--- src/rtl/distance_filter.sv ---
// distance_filter: range-gates raw sonar samples, median-of-3 filters valid ones,
// holds the last good distance and flags a stale sensor after a run of bad samples.
module distance_filter #(
   parameter int unsigned WIDTH       = 16,
   parameter int unsigned MIN_CM      = 2,
   parameter int unsigned MAX_CM      = 400,
   parameter int unsigned DEFAULT_CM  = 25,
   parameter int unsigned STALE_LIMIT = 8
) (
   input  logic             clk,
   input  logic             reset,
   input  logic [WIDTH-1:0] distance_in,
   input  logic             meas_ready,
   output logic [WIDTH-1:0] distance_out,
   output logic             out_valid,
   output logic             stale,
   output logic [7:0]       reject_count
);
   localparam logic [WIDTH-1:0] MIN_V = WIDTH'(MIN_CM);
   localparam logic [WIDTH-1:0] MAX_V = WIDTH'(MAX_CM);
   localparam logic [WIDTH-1:0] DEF_V = WIDTH'(DEFAULT_CM);
   localparam logic [7:0]       RUN_LIM = 8'(STALE_LIMIT);

   typedef enum logic [1:0] {EMPTY, ONE, TWO, FULL} fill_t;

   fill_t            fill_q, fill_d;
   logic             ready_q, ready_d;
   logic [WIDTH-1:0] w0_q, w0_d, w1_q, w1_d, w2_q, w2_d;
   logic [7:0]       run_q, run_d, rej_q, rej_d, run_inc;
   logic             stale_q, stale_d, pend_q, pend_d;
   logic [WIDTH-1:0] out_q, out_d, med;
   logic             out_valid_q, out_valid_d;
   logic             sample, in_ok, good, bad, trip, full;

   assign sample  = meas_ready & ~ready_q;
   assign in_ok   = (distance_in >= MIN_V) && (distance_in <= MAX_V);
   assign good    = sample & in_ok;
   assign bad     = sample & ~in_ok;
   assign run_inc = (run_q == RUN_LIM) ? run_q : run_q + 8'd1;
   assign trip    = bad && (run_inc == RUN_LIM);

   // Stage 1: window shift, invalid-run tracking, reject counting.
   always_comb begin
      ready_d = meas_ready;
      w0_d    = good ? distance_in : w0_q;
      w1_d    = good ? w0_q : w1_q;
      w2_d    = good ? w1_q : w2_q;
      run_d   = good ? 8'd0 : (bad ? run_inc : run_q);
      stale_d = good ? 1'b0 : (stale_q | trip);
      rej_d   = (bad && rej_q != 8'hff) ? rej_q + 8'd1 : rej_q;
      pend_d  = good;
   end

   // Fill FSM: state register.
   always_ff @(posedge clk) begin
      if (reset) fill_q <= EMPTY;
      else       fill_q <= fill_d;
   end

   // Fill FSM: next state; a stale trip overrides everything.
   always_comb begin
      fill_d = fill_q;
      if (trip)
         fill_d = EMPTY;
      else if (good)
         fill_d = (fill_q == EMPTY) ? ONE :
                  (fill_q == ONE)   ? TWO : FULL;
   end

   // Fill FSM: outputs.
   always_comb begin
      full = (fill_q == FULL);
   end

   // Median of three by compare/select only, so no carry or overflow concerns.
   always_comb begin
      med = (w0_q >= w1_q) ?
            ((w1_q >= w2_q) ? w1_q : ((w0_q >= w2_q) ? w2_q : w0_q)) :
            ((w0_q >= w2_q) ? w0_q : ((w1_q >= w2_q) ? w2_q : w1_q));
   end

   // Stage 2: publish the filtered value one cycle after the window moved.
   always_comb begin
      out_d       = pend_q ? (full ? med : w0_q) : out_q;
      out_valid_d = pend_q;
   end

   always_ff @(posedge clk) begin
      if (reset) begin
         ready_q     <= 1'b1;
         w0_q        <= '0;
         w1_q        <= '0;
         w2_q        <= '0;
         run_q       <= 8'd0;
         rej_q       <= 8'd0;
         stale_q     <= 1'b0;
         pend_q      <= 1'b0;
         out_q       <= DEF_V;
         out_valid_q <= 1'b0;
      end else begin
         ready_q     <= ready_d;
         w0_q        <= w0_d;
         w1_q        <= w1_d;
         w2_q        <= w2_d;
         run_q       <= run_d;
         rej_q       <= rej_d;
         stale_q     <= stale_d;
         pend_q      <= pend_d;
         out_q       <= out_d;
         out_valid_q <= out_valid_d;
      end
   end

   assign distance_out = out_q;
   assign out_valid    = out_valid_q;
   assign stale        = stale_q;
   assign reject_count = rej_q;
endmodule

--- config.mk ---
export PLATFORM = sky130hd
export DESIGN_NAME = distance_filter
export DESIGN_NICKNAME = d
export VERILOG_FILES = /design/src/rtl/distance_filter.sv
export SDC_FILE = /design/constraint.sdc
export NUM_CORES = 1
export LEC_CHECK = 0
export ABC_CLOCK_PERIOD_IN_PS = 2800
export CORE_UTILIZATION = 30
export CTS_CLUSTER_DIAMETER = 60
export DETAILED_ROUTE_END_ITERATION = 7
export SKIP_LAST_GASP = 1
export SYNTH_ARGS = -nofsm -noshare
export SYNTH_HDL_FRONTEND = slang
export SYNTH_SLANG_ARGS = --single-unit
--- constraint.sdc ---
create_clock -name clk -period 2.8 [get_ports clk]
set_clock_uncertainty 0.2 [all_clocks]
set_input_delay 0.42 -clock clk [delete_from_list [all_inputs] [get_ports clk]]
set_output_delay 0.42 -clock clk [all_outputs]
set_load 0.05 [all_outputs]
==> results of run 1 <==
-- through the flow --
step / power, mW / setup TNS, ns / utilization, % / area [um^2] / hold WS (ns)
global route: 2.69 / -1.54 / 41.4 / 6550 / 0.299
global placement: 1.34 / -2.50 / 37.7 / 5970 / 0.259
CTS: 2.64 / -0.173 / 40.9 / 6480 / 0.273
detailed placement: 1.35 / -6.00 / 37.7 / 5970 / 0.257
floorplan: 1.29 / 0 / - / 4850 / 0.269
finish: 2.61 / -0.371 / 41.4 / 6550 / 0.271
-- critical path, delay by kind of cell (launching register included) --
| kind | cells | cell delay (ns) |
|---|---|---|
| AND/OR/NAND/NOR | 3 | 0.60 |
| buffers and inverters | 1 | 0.07 |
| adder cells (fa/ha/maj) | 1 | 0.19 |
| flip-flops | 1 | 0.32 |
| AO/OA/AOI/OAI | 5 | 1.39 |
-- layout by cell type, fill, tap and decap left out, drive strengths merged, types with 8 or more instances in the layout --
cell and count:
nor3 8, ha 51, and2 8, inv 37, o21ai 25, nor2 73
clkdlybuf4s50 43, a21oi 35, buf 67, nand2 42, nand4 8, clkbuf 12
nand3 9, dfxtp 86, mux2i 33, nor2b 8
-- cells by family after synthesis --
kind of cell,count (synthesis),synth area share [%]
muxes,33,6.82
AOI/OAI and AO/OA,134,20.3
and+or+nand+nor,182,17.9
adders and majority gates,51,13.2
DFF,86,35.6
xor gates and xnor gates,8,1.45
buffers and inverters,58,4.75
-- sequential cells by signal (all words and copies together), names as in the netlist --
name and count:
reject_count 8, out_valid 1, w0_q 16, out_valid_d 1
w2_q 16, ready_q 1, w1_q 16, fill_q 2
run_q 8, stale 1, distance_out 16
-- where the power goes --
part	switching, mW	leakage (nW)	internal (mW)
Clock	0.489	0.157	0.803
Combinational	0.0477	1.56	0.0430
Sequential	0.00314	0.700	1.23
Total	0.540	2.42	2.07
-- timing repair --
| item | in CTS | in global routing |
|---|---|---|
| pin swaps | 20 | 18 |
| setup buffers | 2 | 2 |
| hold endpoints to repair | 0 | 0 |
| setup endpoints to repair | 16 | 18 |
| gates resized for setup | 34 | 18 |
-- worst paths after layout --
| kind | from | slack (ns) | to | depth (start not counted) |
|---|---|---|---|---|
| worst max-delay path | w0_q[0] | -0.1 | distance_out[10] | 10 |
| worst min-delay path | distance_out[9] | 0.27 | distance_out[9] | 1 |
| worst max register to register | w0_q[0] | -0.1 | distance_out[10] | 10 |
| worst min register to register | distance_out[9] | 0.27 | distance_out[9] | 1 |
-- layout make-up --
cell class / instances / area, um^2 / area share (%)
Clock inverter: 4 / 70.1 / 1.07
Timing Repair Buffer: 110 / 972 / 14.8
Inverter: 37 / 139 / 2.12
Multi-Input combinational cell: 408 / 3120 / 47.6
Clock buffer: 12 / 246 / 3.76
Sequential cell: 86 / 1740 / 26.5
Tap cell: 216 / 270 / 4.12
-- layer usage --
layer	up-vias	share of wire, %
met4	0	2.6
met2	84	48
met5	-	0
li1	2212	-
met3	21	3.1
met1	2103	46
==> run_results.csv, run 1 <==
group,metric,value,unit
placement,post-place-ws,-0.208,ns
clock_tree,clkLatencyLatePin,0.35,ns
route,ant_nets,0,
setup_path,slowest_delay,0.40,ns
clock_tree,cts_sinks,86,
run,cap_viol_max_count,0,
route,wl_per_cell,14.9,um
route,wirelength,13100,um
floorplanning,die_w,129,um
setup_path,critical_path_arrival,2.93,ns
run_status,violations,"negative setup slack",
placement,detailed_place_hpwl,9610,um
clock_tree,cts_root_buf,"clkbuf_16",
pwr,powerDensity,399,nW/um^2
yosys,synth_nets,622,
timing,drv_slew,0,
yosys,synthTopCellsByCount,"dfxtp_1, nor2_1, ha_1",
floorplanning,die_h,129,um
global_route,grt_overflow,0,
clock_tree,cts_buffers,9,
timing,fin_ws,-0.0952,ns
route,firstDrtPassIters,4,
yosys,syn_area_per_cell,8.77,um^2
placement,dp_cells,853,
final_layout,fillers,1538,
clock_tree,cts.path.max_buffers,2,
timing,setup_viol,9,
global_route,grt_pass1_vias,4523,
setup_path,cp-end-kind,"register",
placement,io_buffers,44,
setup_path,start_kind,"register",
clock_tree,htree_levels,3,
final_layout,final_layout_size_suffix_gt1_share,20.9,%
timing,timing.fmax,345,MHz
floorplanning,ioPinCount,45,
clock_tree,cts_tree,"done",
yosys,synth_top_cell_by_area,"dfxtp_1",
route,route.detailed.drc,0,
global_route,use_met1,20.2,%
timing,rsz0062_at_grt,"yes",
final_layout,num-nets-final,722,
setup_path,path_class,"reg -> reg",
setup_path,cp.required,2.84,ns
floorplanning,die_area,16700,um^2
yosys,synth_cells,552,
pwr,ir_drop,0.223,mV
global_route,grt_max_degree,36,
setup_path,crit_fanout,8,
global_route,grtUsageMet3,2.81,%
setup_path,crit_chain,"inv_2, ha_4, nand2b_4, a2111o_1, a41oi_2, a21oi_2, nor4_4, nor2_4, o32a_1, a32o_1",
yosys,yosys_most_used_dff,"dfxtp_1",
yosys,synth.area.top_cells,"dfxtp_1, ha_1, mux2i_1",
yosys,synth.top_cell.area_share,35.6,%
global_route,groute.usage.overall,16.7,%
yosys,synth_seq_cells,86,
timing,worst_slew_pin_slew,0.698,ns
pwr,leakagePower,2.42,nW
floorplanning,core.rowCount,46,
floorplanning,core_area,15800,um^2
timing,timing.final.crit_share,103,%
yosys,ys_seq_area_share,35.6,%
yosys,yosysWarnings,0,
global_route,grt_pass1_wl,21800,um
yosys,syn-cell-area,4840,um^2
floorplanning,start_util,30.6,%
timing,final_hold_viol_count,0,
hold_path,hp-class,"reg -> reg",
placement,gp_congestion,0.871,
final_layout,syn_to_final_growth,35.3,%
global_route,grt.busiest_layer,"met2",
route,drtIter0Drc,187,
clock_tree,cts-hold-fix-buffers,0,
yosys,synth_most_common_cell,"dfxtp_1",
route,dr_total_vias,4420,
route,routed_via_density,5.06,
final_layout,n_antenna_cell,0,
yosys,synth_cell_types,59,
setup_path,cp_slowest_cell,"a2111o_1",
global_route,antenna_found_initial,0,
final_layout,fin_cells,873,
yosys,async_flop_share,0,%
timing,slew_headroom,53.5,%
clock_tree,cts.clk_slew.worst_paths,0.06,ns
timing,fin_crit,2.90,ns
global_route,met2_usage,28.4,%
yosys,synth_edf_count,0,
run_status,status,"finished with violations",
(Power assumes the default switching activity.)
==> inputs of run 2 (changes only) <==
--- a/config.mk
+++ b/config.mk
@@ -6,10 +6,13 @@
 export NUM_CORES = 1
 export LEC_CHECK = 0
 export ABC_CLOCK_PERIOD_IN_PS = 2800
+export CORE_MARGIN = 4
 export CORE_UTILIZATION = 30
+export CTS_BUF_LIST = sky130_fd_sc_hd__clkbuf_8
 export CTS_CLUSTER_DIAMETER = 60
 export DETAILED_ROUTE_END_ITERATION = 7
 export SKIP_LAST_GASP = 1
 export SYNTH_ARGS = -nofsm -noshare
 export SYNTH_HDL_FRONTEND = slang
 export SYNTH_SLANG_ARGS = --single-unit
+export TNS_END_PERCENT = 100
==> run_results.csv, run 2 (synthesized netlist as in run 1, its figures left out) <==
group,metric,value,unit
placement,io_buffers,44,
route,ant_nets,0,
final_layout,n_antenna_cell,0,
setup_path,r2r_slack,-0.16,ns
clock_tree,clkLatencyLatePin,0.38,ns
final_layout,mostFrequentLayoutCells,"nor2_1, dfxtp_1, buf_4, clkdlybuf4s50_1, nand2_1",
final_layout,final_layout_size_suffix_gt1_share,22.9,%
floorplanning,die_h,135,um
global_route,antenna_found_initial,0,
hold_path,hp-class,"reg -> reg",
pwr,p_int,1.88,mW
floorplanning,start_util,30.6,%
route,firstDrtPassIters,4,
pwr,swShare,21.6,%
timing,timing.fmax,338,MHz
pwr,ir_drop,0.226,mV
setup_path,critical_path_arrival,3.03,ns
timing,worst_slew_pin_slew,1.06,ns
pwr,power.total,2.40,mW
placement,gp_congestion,0.856,
pwr,switching_power,519,uW
route,wirelength,13400,um
run_status,violations,"negative setup slack",
pwr,seqPwrFrac,51.1,%
timing,hold_slack,0.275,ns
final_layout,final_cell_area,6560,um^2
clock_tree,cts_root_buf,"clkbuf_8",
setup_path,worstReg2RegStart,"w0_q[0]",
pwr,clock_power_share,45.1,%
global_route,groute.usage.overall,15.0,%
timing,timing.final.crit_share,106,%
hold_path,hold_path_startpoint,"distance_out[10]",
floorplanning,core_area,15800,um^2
setup_path,reg2reg_depth,11,
global_route,grt_overflow,0,
pwr,p_comb_share,3.8,%
global_route,grt_pass1_wl,22000,um
timing,setup_tns,-1.18,ns
setup_path,crit_chain,"inv_2, ha_4, nand2b_4, a2111o_1, a41oi_2, a21oi_4, nor4_4, nor2_4, buf_12, o32a_1, a32o_1",
placement,dp_cells,853,
pwr,powerDensity,366,nW/um^2
clock_tree,htree_levels,3,
floorplanning,ioPinCount,45,
final_layout,fillers,1548,
timing,fin_crit,2.96,ns
final_layout,syn_to_final_growth,35.5,%
timing,slew_headroom,29.0,%
timing,final_hold_viol_count,0,
run,cap_viol_max_count,0,
clock_tree,cts.path.max_buffers,2,
clock_tree,cts_sinks,86,
route,wl_per_cell,15.3,um
placement,dpl_cell_area,5960,um^2
route,dr_total_vias,4481,
clock_tree,cts-hold-fix-buffers,0,
setup_path,cp.required,2.87,ns
run_status,status,"finished with violations",
setup_path,crit_fanout,6,
setup_path,reg2reg_to,"distance_out[13]",
setup_path,cp-end-kind,"register",
final_layout,layout_commonest_cell,"nor2_1",
route,drtIter0Drc,199,
timing,setup_viol,13,
final_layout,fin_cells,876,
timing,rsz0062_at_grt,"yes",
floorplanning,core.rowCount,46,
floorplanning,die_area,18200,um^2
hold_path,whs_path_depth,1,
setup_path,cp_slowest_cell,"a2111o_1",
hold_path,worstHoldEndpoint,"distance_out[10]",
clock_tree,cts_buffers,9,
global_route,grt_max_degree,37,
setup_path,start_kind,"register",
route,route.detailed.drc,0,
clock_tree,cts.clk_slew.worst_paths,0.08,ns
global_route,grt_pass1_vias,4499,
placement,detailed_place_hpwl,9820,um
route,routed_via_density,5.12,
setup_path,path_class,"reg -> reg",
setup_path,slowest_delay,0.43,ns
final_layout,num-nets-final,725,
clock_tree,cts_tree,"done",
pwr,leakagePower,2.41,nW
timing,fin_ws,-0.156,ns
floorplanning,die_w,135,um
timing,drv_slew,0,
[run 2: layer usage]
metal  wire length, um  global-route usage, %  vias to the layer above
met3               466                   2.87                       19
met5                 0                      0                        -
met4               283                   6.66                        0
met1              6190                   18.3                     2151
li1                  -                      -                     2208
met2              6460                   25.5                      103
[run 2: worst max-delay path: cells and delay by family (launching register included)]
family / cells / cell delay, ns
DFF: 1 / 0.34
AOI/OAI and AO/OA: 5 / 1.39
adders and majority gates: 1 / 0.20
buffers and inverters: 2 / 0.19
and+or+nand+nor: 3 / 0.53
[run 2: worst max-delay path by stage]
| stage | startpoint | endpoint | slack [ns] |
|---|---|---|---|
| final | w0_q[0] | distance_out[13] | -0.16 |
| after global placement | distance_in[1] | reject_count[7] | -0.11 |
| after detailed placement | w1_q[9] | distance_out[1] | -0.18 |
| after floorplan | w0_q[0] | distance_out[14] | 0.003 |
| after global routing | w1_q[14] | distance_out[12] | -0.25 |
| after CTS | w0_q[8] | distance_out[13] | -0.15 |
[run 2: repair_timing]
item                                   CTS  global route
pin swaps                               22            16
setup endpoints to repair               16            16
resized for setup                       41            27
buffers inserted                         7             2
gates cloned                             0             1
endpoints found under the hold margin    0             0
[run 2: stage by stage]
step,setup WS (ns),utilization (%)
3_5_place_dp,-0.179,37.6
6_report,-0.156,41.5
2_1_floorplan,0.00339,-
3_3_place_gp,-0.106,37.6
5_1_grt,-0.250,41.5
4_1_cts,-0.147,40.9
[run 2: power by group through the flow]
stage | Combinational, mW | Clock (mW) | Sequential (mW)
after floorplan | 0.0347 | 0 | 1.26
after global placement | 0.0899 | 0 | 1.26
after detailed placement | 0.0911 | 0 | 1.26
after CTS | 0.0917 | 1.11 | 1.23
after global routing | 0.0986 | 1.16 | 1.23
final | 0.0917 | 1.08 | 1.23
[run 2: layout make-up]
type                    instances  area (um^2)  share of cell area (%)
well taps                     216          270                    4.12
clock inverters                 6          109                    1.66
clock buffers                  10          138                    2.10
repair buffers                112          982                    15.0
inverters                      37          139                    2.12
flip-flops and latches         86         1750                    26.6
multi-input cells             409         3180                    48.4
==> edit (settings of run 2) <==
`WIDTH`: 16 -> 20.
--- a/src/rtl/distance_filter.sv
+++ b/src/rtl/distance_filter.sv
@@ -1,7 +1,7 @@
 // distance_filter: range-gates raw sonar samples, median-of-3 filters valid ones,
 // holds the last good distance and flags a stale sensor after a run of bad samples.
 module distance_filter #(
-   parameter int unsigned WIDTH       = 16,
+   parameter int unsigned WIDTH       = 20,
    parameter int unsigned MIN_CM      = 2,
    parameter int unsigned MAX_CM      = 400,
    parameter int unsigned DEFAULT_CM  = 25,
Interface: changed (resized distance_in and distance_out); port bits go from 45 to 53. The function was not compared with the original's and may differ.
==> edit against run 2 <==
- the run still ends with setup timing left
- routed wire length rose by 20%
- final area rose by 22%
- synthesized area rose by 20%
- critical endpoint is now distance_out[0]
- via count rose by 21%
- maximum frequency rose by 3.4%
- worst setup slack improved by 0.098 ns
- total power rose by 5.3%
- sequential cell count rose by 16
==> edit: results (changes against run 2) <==
By count the netlist is led by 123 x nand2_1, 102 x dfxtp_1, 75 x a21oi_1. The tools report the count of nets after finishing as 952 (+31%). For the estimated wirelength of the detail-placed design, the log shows 11630 um (+18%).

The arrival time reported for the critical path endpoint was 2.98 ns (-0.05 ns). Ranked by total cell area, the synthesized netlist is headed by dfxtp_1 35%, ha_1 14%, nand2_1 8.0%. The tools report the total of endpoints with negative setup slack in the final report as 20 (+7). For the wire length of the first global-routing pass, the log shows 26320 um (+20%). The tools report the count of warnings emitted by yosys as 0 (unchanged). The static leakage is 3.092 nW (+28%), and the share of layout cells above drive strength 1 is 0.2494 (+0.02064). The count of placed standard cells including taps was 1107 (+30%). The worst min-delay path category was reg -> reg.

For the number of antenna diodes, the log shows 0 (unchanged). The routed length per instance came out at 14.25 um (-6.8%). The run gives 0.000942 W (-13%) as the clock network power. The largest net degree at the start of global routing came out at 51 (+38%). CTS placed an instance of clkbuf_8 at the clock tree root. The tools report the clock network power share as 0.372 (-0.079). The tools report the post-route setup TNS as -0.6183 ns (+0.5644 ns). The run gives 216 (+8.5%) as the number of DRC markers in iteration 0. The average instance area after synthesis was 8.092 um^2 (-7.8%). Async set-reset flop share out of synthesis: 0 (unchanged). The routed via count divided by cell count was 4.816 (-5.9%). The flow ran to the end, but the final reports show violations.

The tools report the clock buffer count from CTS as 9 (unchanged). The clock transition at the registers of the reported paths is 0.10 ns (+0.02 ns), and the smallest setup slack after layout is -0.05785 ns (+0.09790 ns). The number of global-route vias before repair is 5279 (+17%), and the share of synthesized area occupied by flip-flops and latches is 0.3520 (-0.003604). The tools report the worst slack at placement as -0.2263 ns (-0.04758 ns).

The final reports fail on setup timing. Standard cell area after detailed placement: 7361 um^2 (+24%). The tools report the overall via count from detail_route as 5442 (+21%). Number of distinct library cell variants in the gate-level netlist after synthesis: 62 (+5.1%). The run gives 0.40 ns (+0.02 ns) as the later-pin clock latency in the skew report. The run gives 803 (+29%) as the post-synth net total. The number of detailed-routing iterations run before antenna repair is 5 (+1). The overall routing resource usage is 0.1493 (-0.0003133), and the worst max-slew margin expressed relative to the limit is 0.5851 (+0.2955). The quantity of I/O buffers inserted on ports is 52 (+18%), and the share of total power in sequential cells is 0.579 (+0.068).

The placer's final routability congestion estimate was 0.7951 (-7.1%). The run gives 0.1938 mV (-14%) as the worst IR drop on VDD. The cell-internal power is 0.001934 W (+2.7%).
-- edit: final timing paths --
check | slack, ns | end | depth (start not counted) | startpoint
worst max-delay path | -0.06 | distance_out[0] | 12 | w0_q[0]
worst min-delay path | 0.27 | w2_q[15] | 2 | w2_q[15]
worst max register to register | -0.06 | distance_out[0] | 12 | w0_q[0]
worst min register to register | 0.27 | w2_q[15] | 2 | w2_q[15]
-- edit: repair_timing --
action	in CTS	in global routing
gates resized for setup	52	39
pin swaps	30	30
endpoints found under the hold margin	0	0
endpoints found under the setup margin	20	20
setup buffers	4	5
-- edit: layout make-up --
class	instances	area (um^2)
clock buffers	13	178.9
clock inverters	2	15.01
fillers	1944	10910
inverters	53	198.9
multi-input cells	530	3712
flip-flops and latches	102	2057
well taps	260	325.3
repair buffers	170	1496
-- edit: cells by family (layout without fill, tap and decap cells) --
| logic type | count (synthesis) | after routing | synth area share |
|---|---|---|---|
| buf+inv | 85 | 238 | 0.06233 |
| flops | 102 | 102 | 0.3520 |
| simple gates | 268 | 268 | 0.2157 |
| compound gates | 185 | 185 | 0.2122 |
| mux | 4 | 4 | 0.006901 |
| fa+ha+maj | 63 | 63 | 0.1359 |
| xor+xnor | 10 | 10 | 0.01510 |
-- edit: worst max-delay path: stages, from the launching register on --
cell,delay (ns)
dfxtp_2,0.34
inv_2,0.04
buf_6,0.11
ha_4,0.24
nand2b_4,0.12
a31oi_4,0.08
o311a_1,0.34
o31a_1,0.39
nand2_2,0.15
mux2i_4,0.31
buf_6,0.19
nor2_4,0.04
o31ai_4,0.23
-- edit: per-layer routing --
layer / part of all wire / global-route usage / vias to the layer above
li1: - / - / 2820
met1: 0.49 / 0.2010 / 2515
met4: 0.016 / 0.04334 / 0
met3: 0.047 / 0.03701 / 16
met5: 0 / 0 / -
met2: 0.44 / 0.2380 / 91
